$ cat src/rtl/seq_divider.sv
// seq_divider: iterative radix-2 restoring divider for the RV32M path.
// Executes DIV, DIVU, REM and REMU, one conditional subtract-and-shift
// step per clock, with the RISC-V results for divide-by-zero and for
// signed overflow.
//
// Ports:
//   clk       - single clock, all state updates on the rising edge
//   reset     - asynchronous active-high reset, clears all state
//   start     - request strobe, accepted in IDLE or DONE
//   op        - 00 DIV, 01 DIVU, 10 REM, 11 REMU (sampled with start)
//   dividend  - rs1 value (sampled with start)
//   divisor   - rs2 value (sampled with start)
//   busy      - high while iterating (CALC)
//   done      - one-cycle pulse, result valid in the same cycle
//   result    - quotient or remainder, held until the next completion
module seq_divider #(
  parameter int WIDTH = 32
) (
  input  logic             clk,
  input  logic             reset,
  input  logic             start,
  input  logic [1:0]       op,
  input  logic [WIDTH-1:0] dividend,
  input  logic [WIDTH-1:0] divisor,
  output logic             busy,
  output logic             done,
  output logic [WIDTH-1:0] result
);

  localparam int CW = $clog2(WIDTH);

  localparam logic [1:0] S_IDLE = 2'd0;
  localparam logic [1:0] S_CALC = 2'd1;
  localparam logic [1:0] S_DONE = 2'd2;

  localparam logic [CW-1:0]    LAST_ITER = CW'(WIDTH - 1);
  localparam logic [WIDTH-1:0] MOST_NEG  = {1'b1, {(WIDTH-1){1'b0}}};

  logic [1:0]       state;
  logic [CW-1:0]    count;
  logic [WIDTH-1:0] rem_q;
  // Holds the dividend magnitude; its MSBs shift out into the partial
  // remainder while quotient bits shift in from the bottom.
  logic [WIDTH-1:0] quo_q;
  logic [WIDTH-1:0] dsr_q;
  logic             is_rem_q;
  logic             neg_quo_q;
  logic             neg_rem_q;

  logic             is_signed;
  logic             a_neg;
  logic             b_neg;
  logic [WIDTH-1:0] a_mag;
  logic [WIDTH-1:0] b_mag;
  logic             div_zero;
  logic             overflow;

  logic [WIDTH:0]   shifted;
  logic [WIDTH:0]   trial;
  logic             take;
  logic [WIDTH-1:0] rem_next;
  logic [WIDTH-1:0] quo_next;
  logic [WIDTH-1:0] final_quo;
  logic [WIDTH-1:0] final_rem;

  assign busy = (state == S_CALC);
  assign done = (state == S_DONE);

  // Operand decode at capture: magnitudes for signed ops and the two
  // special cases that skip iteration entirely.
  always_comb begin
    is_signed = ~op[0];
    a_neg     = is_signed & dividend[WIDTH-1];
    b_neg     = is_signed & divisor[WIDTH-1];
    a_mag     = a_neg ? (~dividend + 1'b1) : dividend;
    b_mag     = b_neg ? (~divisor + 1'b1) : divisor;
    div_zero  = (divisor == '0);
    overflow  = is_signed && (dividend == MOST_NEG) && (divisor == '1);
  end

  // One restoring step. The remainder is always below the divisor, so the
  // shifted value fits in WIDTH+1 bits and bit WIDTH of the difference is
  // a reliable sign.
  always_comb begin
    shifted   = {rem_q, quo_q[WIDTH-1]};
    trial     = shifted - {1'b0, dsr_q};
    take      = ~trial[WIDTH];
    rem_next  = take ? trial[WIDTH-1:0] : shifted[WIDTH-1:0];
    quo_next  = {quo_q[WIDTH-2:0], take};
    final_quo = neg_quo_q ? (~quo_next + 1'b1) : quo_next;
    final_rem = neg_rem_q ? (~rem_next + 1'b1) : rem_next;
  end

  // Control and datapath registers. IDLE and DONE share the capture path
  // so a start in the DONE cycle issues back-to-back.
  always_ff @(posedge clk or posedge reset) begin
    if (reset) begin
      state     <= S_IDLE;
      count     <= '0;
      rem_q     <= '0;
      quo_q     <= '0;
      dsr_q     <= '0;
      is_rem_q  <= 1'b0;
      neg_quo_q <= 1'b0;
      neg_rem_q <= 1'b0;
      result    <= '0;
    end else begin
      case (state)
        S_CALC: begin
          rem_q <= rem_next;
          quo_q <= quo_next;
          if (count == LAST_ITER) begin
            result <= is_rem_q ? final_rem : final_quo;
            count  <= '0;
            state  <= S_DONE;
          end else begin
            count <= count + 1'b1;
          end
        end
        default: begin
          if (start) begin
            if (div_zero) begin
              result <= op[1] ? dividend : '1;
              state  <= S_DONE;
            end else if (overflow) begin
              result <= op[1] ? '0 : dividend;
              state  <= S_DONE;
            end else begin
              rem_q     <= '0;
              quo_q     <= a_mag;
              dsr_q     <= b_mag;
              is_rem_q  <= op[1];
              neg_quo_q <= a_neg ^ b_neg;
              neg_rem_q <= a_neg;
              count     <= '0;
              state     <= S_CALC;
            end
          end else begin
            state <= S_IDLE;
          end
        end
      endcase
    end
  end

endmodule

$ cat config.mk
export PLATFORM = sky130hd
export DESIGN_NAME = seq_divider
export DESIGN_NICKNAME = d
export VERILOG_FILES = /design/src/rtl/seq_divider.sv
export SDC_FILE = /design/constraint.sdc
export NUM_CORES = 1
export LEC_CHECK = 0
export ABC_AREA = 0
export ABC_CLOCK_PERIOD_IN_PS = 9900
export CAP_MARGIN = 20
export CORE_MARGIN = 2
export CORE_UTILIZATION = 41
export CTS_BUF_LIST = sky130_fd_sc_hd__clkbuf_2 sky130_fd_sc_hd__clkbuf_4 sky130_fd_sc_hd__clkbuf_8
export CTS_CLUSTER_DIAMETER = 100
export CTS_CLUSTER_SIZE = 10
export DETAILED_ROUTE_END_ITERATION = 7
export REMOVE_ABC_BUFFERS = 1
export SYNTH_ARGS = -nofsm -noshare
export SYNTH_HDL_FRONTEND = slang
export SYNTH_SLANG_ARGS = --single-unit
export TNS_END_PERCENT = 5
$ cat constraint.sdc
create_clock -name clk -period 9.9 [get_ports clk]
set_input_delay 1.98 -clock clk [delete_from_list [all_inputs] [get_ports clk]]
set_output_delay 1.98 -clock clk [all_outputs]
set_load 0.01 [all_outputs]
# After elaboration in Yosys (flattened, before gate mapping)
# Index checks and enable logic that the tools add are counted.
dict set report op_classes {
  addsub 6
  eq_ne 8
  muxes 31
  bitwise_logic 12
  n_reduce_logical 8
}
# op n
set op_table {}
lappend op_table {{two-way mux 32 bit} 21}
lappend op_table {{adder 32 x 1 -> 32 bit (second input constant)} 4}
lappend op_table {{inverter 32 bit} 4}
lappend op_table {{equality test 32 bit (second input constant)} 2}
lappend op_table {{subtractor 33 x 32 -> 33 bit} 1}
lappend op_table {{zero test 32 bit} 1}
lappend op_table {{two-way mux 5 bit} 5}
lappend op_table {{two-way mux 2 bit} 5}
lappend op_table {{AND reduction 3 bit} 2}
lappend op_table {{adder 5 x 1 -> 5 bit (second input constant)} 1}
lappend op_table {{equality test 5 bit (second input constant)} 1}
lappend op_table {{inverter 1 bit} 5}
lappend op_table {{inequality test 2 bit (second input constant)} 2}
lappend op_table {{AND reduction 4 bit} 1}
lappend op_table {{nonzero test 3 bit} 1}
lappend op_table {{AND 1 bit} 2}
lappend op_table {{equality test 2 x 1 -> 1 bit (second input constant)} 1}
lappend op_table {{equality test 2 bit (second input constant)} 1}
lappend op_table {{logical AND 1 bit} 2}
lappend op_table {{inequality test 2 x 1 -> 1 bit (second input constant)} 1}
lappend op_table {{nonzero test 2 bit} 1}
lappend op_table {{bitwise XOR 1 bit} 1}
dict set report totals {
  reg_bits 138
  in_bits 69
  output_inout_bits 34
  word_cells 74
}

# Longest topological paths before layout
dict set report depth {
  word_depth 8
  depth_mapped 24
  ltp_nobuf 21
}

# Worst setup path before layout
# No wires, ideal clock.
dict set report synth_path {
  path_kind {register to register}
  start {reg quo_q[31]}
  end {reg result[18]}
  setup_time_ps 104
  arrival_time_ps 4804
  t_required_ps 9796
  setup_slack_ps 4992
  path_stages_with_launch 23
  n_path_buf 3
  synth_period_minus_slack_ps 4908
  cell_sequence {dfrtp_1 -> inv_1 -> ha_1 -> fa_1 -> nand2b_1 -> a211oi_2 -> o21ai_1 -> a211oi_2 -> o21a_4 -> nor2_8 -> inv_2 -> buf_2 -> buf_2 -> buf_2 -> nor2_1 -> a21oi_1 -> ha_1 -> nand2_1 -> or4_1 -> mux2_2 -> o31ai_1 -> xnor2_1 -> a221oi_1}
}
dict set report synth_between {
  elab_chain_cells 8
  elab_cells_between_ends 12
  cone_classes {3 x add/sub; 6 x mux; 3 x bitwise}
}
# element line_no
set synth_rtl {}
lappend synth_rtl {{from (decl)} 44} ;# logic [WIDTH-1:0] quo_q;
lappend synth_rtl {{from (signal assigned)} 111} ;# quo_q <= quo_next;
lappend synth_rtl {{from (signal assigned)} 130} ;# quo_q <= a_mag;
lappend synth_rtl {{subtractor 33 x 32 -> 33 bit} 86} ;# trial = shifted - {1'b0, dsr_q};
lappend synth_rtl {{two-way mux 32 bit / inverter 1 bit (equally long branches)} {88, 87}}
lappend synth_rtl {{inverter 32 bit (on tied branches)} {91, 90}}
lappend synth_rtl {{adder 32 x 1 -> 32 bit (on tied branches)} {91, 90}}
lappend synth_rtl {{two-way mux 32 bit (on tied branches)} {91, 90}}
lappend synth_rtl {{two-way mux 32 bit *} 113} ;# result <= is_rem_q ? final_rem : final_quo;
lappend synth_rtl {{two-way mux 32 bit *} 112} ;# if (count == LAST_ITER) begin
lappend synth_rtl {{two-way mux 32 bit *} 108} ;# case (state)
lappend synth_rtl {{to (signal assigned)} 113}
lappend synth_rtl {{to (signal assigned)} 123} ;# result <= op[1] ? dividend : '1;
lappend synth_rtl {{to (signal assigned)} 126} ;# result <= op[1] ? '0 : dividend;
lappend synth_rtl {{to (decl)} 27} ;# output logic [WIDTH-1:0] result
# Mark *: on every way between the ends. The rest lies on a longest branch, timed or not. The select of a mux whose other input is x is not followed.
# A chain may end at the register's enable or synchronous reset.

# Worst setup path after layout
dict set report layout_path {
  start {reg quo_q[31]}
  end {reg result[28]}
}
# Same word-level chain as after synthesis.

==> results_dict.tcl <==
set metrics [dict create \
    clk_path_buf_depth 2 \
    drt_first_pass_iters 6 \
    wl_um 38760 \
    ys_warn_count 0 \
    syn-cell-area_um2 11840 \
    antenna_found_initial 1 \
    fin_ws_ns 3.557 \
    yosysSeqAreaShare_pct 29.18 \
    syn-mean-instance-area_um2 7.740 \
    vias 11680 \
    layoutNonFillerInstCount 1976 \
    synth-edff-count 0 \
    required_ns 10.31 \
    finalSetupViolCount 0 \
    highest-signal-layer "met4" \
    max_freq_ghz 0.1577 \
    wl_per_cell_um 19.61 \
    synth.area.top_cells "dfrtp_1 29%, o21ai_0 7.0%, nand2_1 6.1%, xnor2_1 5.3%, xor2_1 4.7%" \
    grt_use_total_pct 25.69 \
    cts_tree "done" \
    synthDistinctLibCells 76 \
    power.static_leakage_uw 0.005397 \
    met3WireLength_um 1894 \
    drv_cap 0 \
    period_needed_ns 6.343 \
    finClkSkew_ns 0.01671 \
    clock_latency_ns 0.48 \
    routabilityCongestion 0.8815 \
    dieArea_um2 30240 \
    die_w_um 173.9 \
    nets 1688 \
    worstPathArrival_ns 6.76 \
    via_per_inst 5.909 \
    grt_pass1_wl_um 61550 \
    worst_pin_slew_ns 0.9685 \
    syn2layout_area_growth_pct 15.07 \
    fin_crit_sh_pct 64.07 \
    drt-met1-wl_um 17660 \
    cp_max_fo 45 \
    cp-start-kind "flip-flop" \
    io_pins 103 \
    cp-end-kind "flip-flop" \
    synth_common_cells "191 x nand2_1, 166 x o21ai_0, 138 x dfrtp_1" \
    ir_worst_vdd_mv 0.2816 \
    post-cts-setup-buffer-count 0 \
    grt_pass1_vias 10990 \
    yosysMostFrequentCell "nand2_1" \
    grt_max_degree 86 \
    clkSlewWorstSetupHoldPaths_ns 0.08 \
    cts_buffers 17 \
    hpwlAfterDp_um 28620 \
    synthDominantCellAreaShare_pct 29.18 \
    postRouteAntennaNets 0 \
    drive_gt1_share_pct 5.528 \
    post_cts_resized 0 \
    ys_seq_elements 138 \
    status "completed" \
    path_class "flip-flop to flip-flop" \
    dp.cells 1940 \
    fp.dieH_um 173.9 \
    cts.sinks 138 \
    syn_inst 1529 \
    cts_root_buffer "clkbuf_8" \
    drt_iter0_drc 976 \
    synth_ff_type "dfrtp_1" \
    place_ws_ns 3.338 \
    port_buffers 102 \
    yosysTopAreaCell "dfrtp_1" \
    wl_met2_um 18430 \
    antenna_cells 0 \
    core-area_um2 28550 \
    powerDensity_nw_per_um2 380.4 \
    initial_core_util_pct 41.46 \
    grt_setup_unrepaired "no" \
    remaining_drc_errors 0 \
    fp-row-count 62 \
    postCtsHoldBufs 0 \
    tns_ns 0 \
    synthArstFlopShare_pct 100.0 \
    drv_slew 0 \
    hp-class "flip-flop to flip-flop" \
    hold_violations 0 \
    ctsHtreeMaxLevel 4 \
    gr-total-overflow 0 \
    relSlewSlack_pct 35.20 \
]
==> flip-flops by register name, summed over array words and instances (netlist names) <==
register and count:
neg_quo_q 1, dsr_q 32, quo_q 32, count 5, state 2, rem_q 32, result 32, neg_rem_q 1
is_rem_q 1
==> area by class of cell <==
| class | instances | area (um^2) |
|---|---|---|
| clock buffer | 22 | 296.5 |
| clock inverter | 10 | 116.4 |
| fill | 2900 | 14930 |
| inverter | 62 | 237.7 |
| multi-input combinational | 1242 | 7828 |
| sequential | 138 | 3453 |
| tap | 384 | 480.5 |
| timing repair buffer | 118 | 1206 |
==> through the flow <==
stage / cell area, um^2 / utilization [%] / total power [uW] / hold slack (ns)
floorplan: 11490 / - / 3642 / 0.4498
global placement: 13110 / 45.92 / 4585 / 0.4656
detailed placement: 13110 / 45.92 / 4635 / 0.4715
CTS: 13520 / 47.37 / 5150 / 0.4897
global route: 13620 / 47.70 / 5640 / 0.5124
finish: 13620 / 47.70 / 5181 / 0.4845
==> metal layers <==
metal,GRT usage [%],vias to the layer above
met5,0,-
met4,6.933,0
met3,3.215,51
met2,42.70,350
met1,35.29,5643
li1,-,5632
==> critical path, stage by stage, from the launching register on <==
cell and delay [ns]:
dfrtp_1 0.41, inv_1 0.09, ha_1 0.23, fa_1 0.40, nand2b_1 0.20, a211oi_2 0.39
o21ai_1 0.35, a211oi_2 0.44, nor3_4 0.16, nor2_8 0.66, inv_2 0.48, a21oi_1 0.37
ha_1 0.29, and3_1 0.30, nand4b_1 0.11, o21ai_0 0.57, nand4_1 0.17, nor3_1 0.26
mux2i_1 0.23, o22a_1 0.14
==> kinds of logic after synthesis <==
| group | Yosys count | synth area share (%) |
|---|---|---|
| AO/OA/AOI/OAI | 487 | 25.90 |
| XOR/XNOR | 134 | 9.917 |
| adder cells (fa/ha/maj) | 56 | 5.645 |
| buffers and inverters | 149 | 4.842 |
| flip-flops | 138 | 29.18 |
| multiplexers | 38 | 3.256 |
| AND/OR/NAND/NOR | 527 | 21.26 |
==> where the power goes <==
part	leakage [uW]	switching (uW)	internal, uW
logic	0.00360	2190	1390
clock network	0.000197	247	253
registers	0.00160	276	828
==> placed cells by master, fill, tap and decap left out, types with 14 or more instances in the layout <==
cell type | Yosys | layout
o21ai_0 | 166 | 166
or3_1 | 27 | 27
ha_1 | 39 | 39
mux2i_1 | 34 | 34
nand4_1 | 15 | 15
inv_1 | 60 | 58
maj3_1 | 16 | 16
clkdlybuf4s50_1 | 0 | 102
xnor2_1 | 71 | 71
a211oi_1 | 18 | 18
nor4_1 | 20 | 20
a21oi_1 | 105 | 105
nand2_1 | 191 | 190
nor2_1 | 129 | 128
a21o_1 | 14 | 14
dfrtp_1 | 138 | 138
xor2_1 | 63 | 63
nor3_1 | 37 | 37
o31ai_1 | 33 | 33
o211ai_1 | 18 | 18
o22ai_1 | 30 | 30
clkbuf_8 | 0 | 21
nand3_1 | 29 | 29
==> final timing paths <==
check	startpoint	to	slack, ns	cells after the start
max in group asynchronous	reset	dsr_q[0]	6.48	3
worst max-delay path	quo_q[31]	result[28]	3.56	19
worst min-delay path	dsr_q[31]	dsr_q[31]	0.48	2
min in group asynchronous	reset	quo_q[24]	1.98	2
worst min register to register	dsr_q[31]	dsr_q[31]	0.48	2
worst max register to register	quo_q[31]	result[28]	3.56	19
Note: power is estimated with default switching activity, not from simulation.
==> edit (config.mk and constraints unchanged) <==
Change the parameter `WIDTH` from 32 to 16.
--- a/src/rtl/seq_divider.sv
+++ b/src/rtl/seq_divider.sv
@@ -14,7 +14,7 @@
 //   done      - one-cycle pulse, result valid in the same cycle
 //   result    - quotient or remainder, held until the next completion
 module seq_divider #(
-  parameter int WIDTH = 32
+  parameter int WIDTH = 16
 ) (
   input  logic             clk,
   input  logic             reset,
Interface: changed (resized dividend, divisor and result); port bits go from 103 to 55. The function was not compared with the original's and may differ.
==> edit against the unedited design <==
Critical endpoint is now result[10]; cell area down 48%; area after synthesis decreased by 48%; worst setup slack gained 1.2 ns; total power is 49% lower; routed wire length shrank 54%; non-clock buffer count down 56; cell count is 49% lower; largest cell class unchanged; largest power group unchanged; sequential cell count is 65 lower.
==> edit: results (changes against the unedited design) <==
| Metric | Value |
|---|---|
| Clock skew | 0.01702 ns (+0.0003109 ns) |
| Fin crit share | 0.5183 (-0.1224) |
| Combinational Power | 0.00176 W (-51%) |
| H-tree Lvls | 3 (-1) |
| Global Route Usage Sum | 0.2265 (-0.03040) |
| Seq power | 0.000619 W (-44%) |
| Initial antenna violation count | 0 (-1) |
| VDD IR max | 200.6 uV (-29%) |
| Met3 Wirelength | 851 um (-55%) |
| Multi-input gate count | 627 (-50%) |
| Crit path max fanout | 16 (-64%) |
| Hold worst-path end | dsr_q[15] |
| Initial detailed-routing violation count | 493 (-49%) |
| Metal2 WL | 7944 um (-57%) |
| Data buffer area share | 0.09070 (+0.002129) |
| CLK BUF | 11 (-50%) |
| Largest net degree at the start of global routing | 74 (-14%) |
| Flop-to-flop setup slack | 4.77 ns (+1.21 ns) |
| CTS buffer count | 9 (-8) |
| Placed Area | 6779 um^2 (-48%) |
| Max stage delay on crit path | 0.52 ns (-0.14 ns) |
| Status | finished, final reports clean |
| Vias per std cell | 5.825 (-1.4%) |
| Most common library cells after synthesis | nand2_1, o21ai_0, dfrtp_1, nor2_1, a21oi_1 |
| Placed Cells incl. Taps | 981 (-49%) |
| WP data arrival | 5.46 ns (-1.30 ns) |
| Met3 usage | 0.04555 (+0.01340) |
| Mapped Cells | 778 (-49%) |
| Via Count | 5,819 (-50%) |
| Ranking of synthesized cells by area | dfrtp_1, o21ai_0, nand2_1 |
| Crit-path slowest cell | or4_1 |
| Layout cell share with drive strength beyond 1 | 0.06258 (+0.007300) |
| Logic inverters | 37 (-40%) |
| Flop pwr share | 0.233 (+0.020) |
| Multi-input gate area | 3998 um^2 (-49%) |
| M1 wire length | 8500 um (-52%) |
| Num Clock Sinks | 73 (-47%) |
| Register-to-Register Path Depth | 18 (-1) |
| Buffers, non-clock | 62 (-47%) |
| CP delay by family, top | simple AND/OR/NAND/NOR gates |
| Lkg Pwr | 2.809 nW (-48%) |
| Slew margin rel. | 0.3921 (+0.04012) |
| R2R Path End | result[10] |
| Final instance area | 7063 um^2 (-48%) |
| Post-layout nets | 870 (-48%) |
| Vias in the first global route | 5,725 (-48%) |
| Clock Latency Late Sink | 0.39 ns (-0.09 ns) |
| Register area share after synthesis | 0.2952 (+0.003402) |
| Place WS | 4.549 ns (+1.211 ns) |
| GRT met2 Usage | 0.3514 (-0.07560) |
| RR Startpoint | quo_q[15] |
| Reg area | 1827 um^2 (-47%) |
| Global-route wire length before repair | 29,240 um (-53%) |
| Switching power | 0.001330 W (-51%) |
| Fin Hold WS | 0.4960 ns (+0.01152 ns) |
| # fillers | 1,461 (-50%) |
| GR Util met1 | 0.3170 (-0.03584) |
| Final Wtd Congestion | 0.8883 (+0.77%) |
| Hold Crit Start | dsr_q[15] |
## edit: changes by cell type in the layout (fill, tap and decap cells not counted), sizes merged, moves of 48 or more
| cell | delta |
|---|---|
| dfrtp | -65 |
| clkdlybuf4s50 | -48 |
| o21ai | -96 |
| nor2 | -64 |
| nand2 | -97 |
| a21oi | -50 |
## edit: logic make-up (layout without fill, tap and decap cells)
family | count (synthesis) | count (layout) | synth area share
muxes | 14 | 14 | 0.02386
DFF | 73 | 73 | 0.2952
AOI/OAI and AO/OA | 245 | 245 | 0.2568
buffers and inverters | 78 | 115 | 0.05964
adders and majority gates | 37 | 37 | 0.07036
xor gates and xnor gates | 54 | 54 | 0.07642
and+or+nand+nor | 277 | 277 | 0.2178
## edit: how the worst max path moves through the flow
stage	from	endpoint	cells past startpoint
finish	quo_q[15]	result[10]	18
floorplan	divisor[0]	dsr_q[1]	10
detailed placement	dividend[9]	result[13]	11
CTS	quo_q[15]	result[10]	18
global placement	dividend[8]	result[13]	11
global route	quo_q[15]	result[10]	18
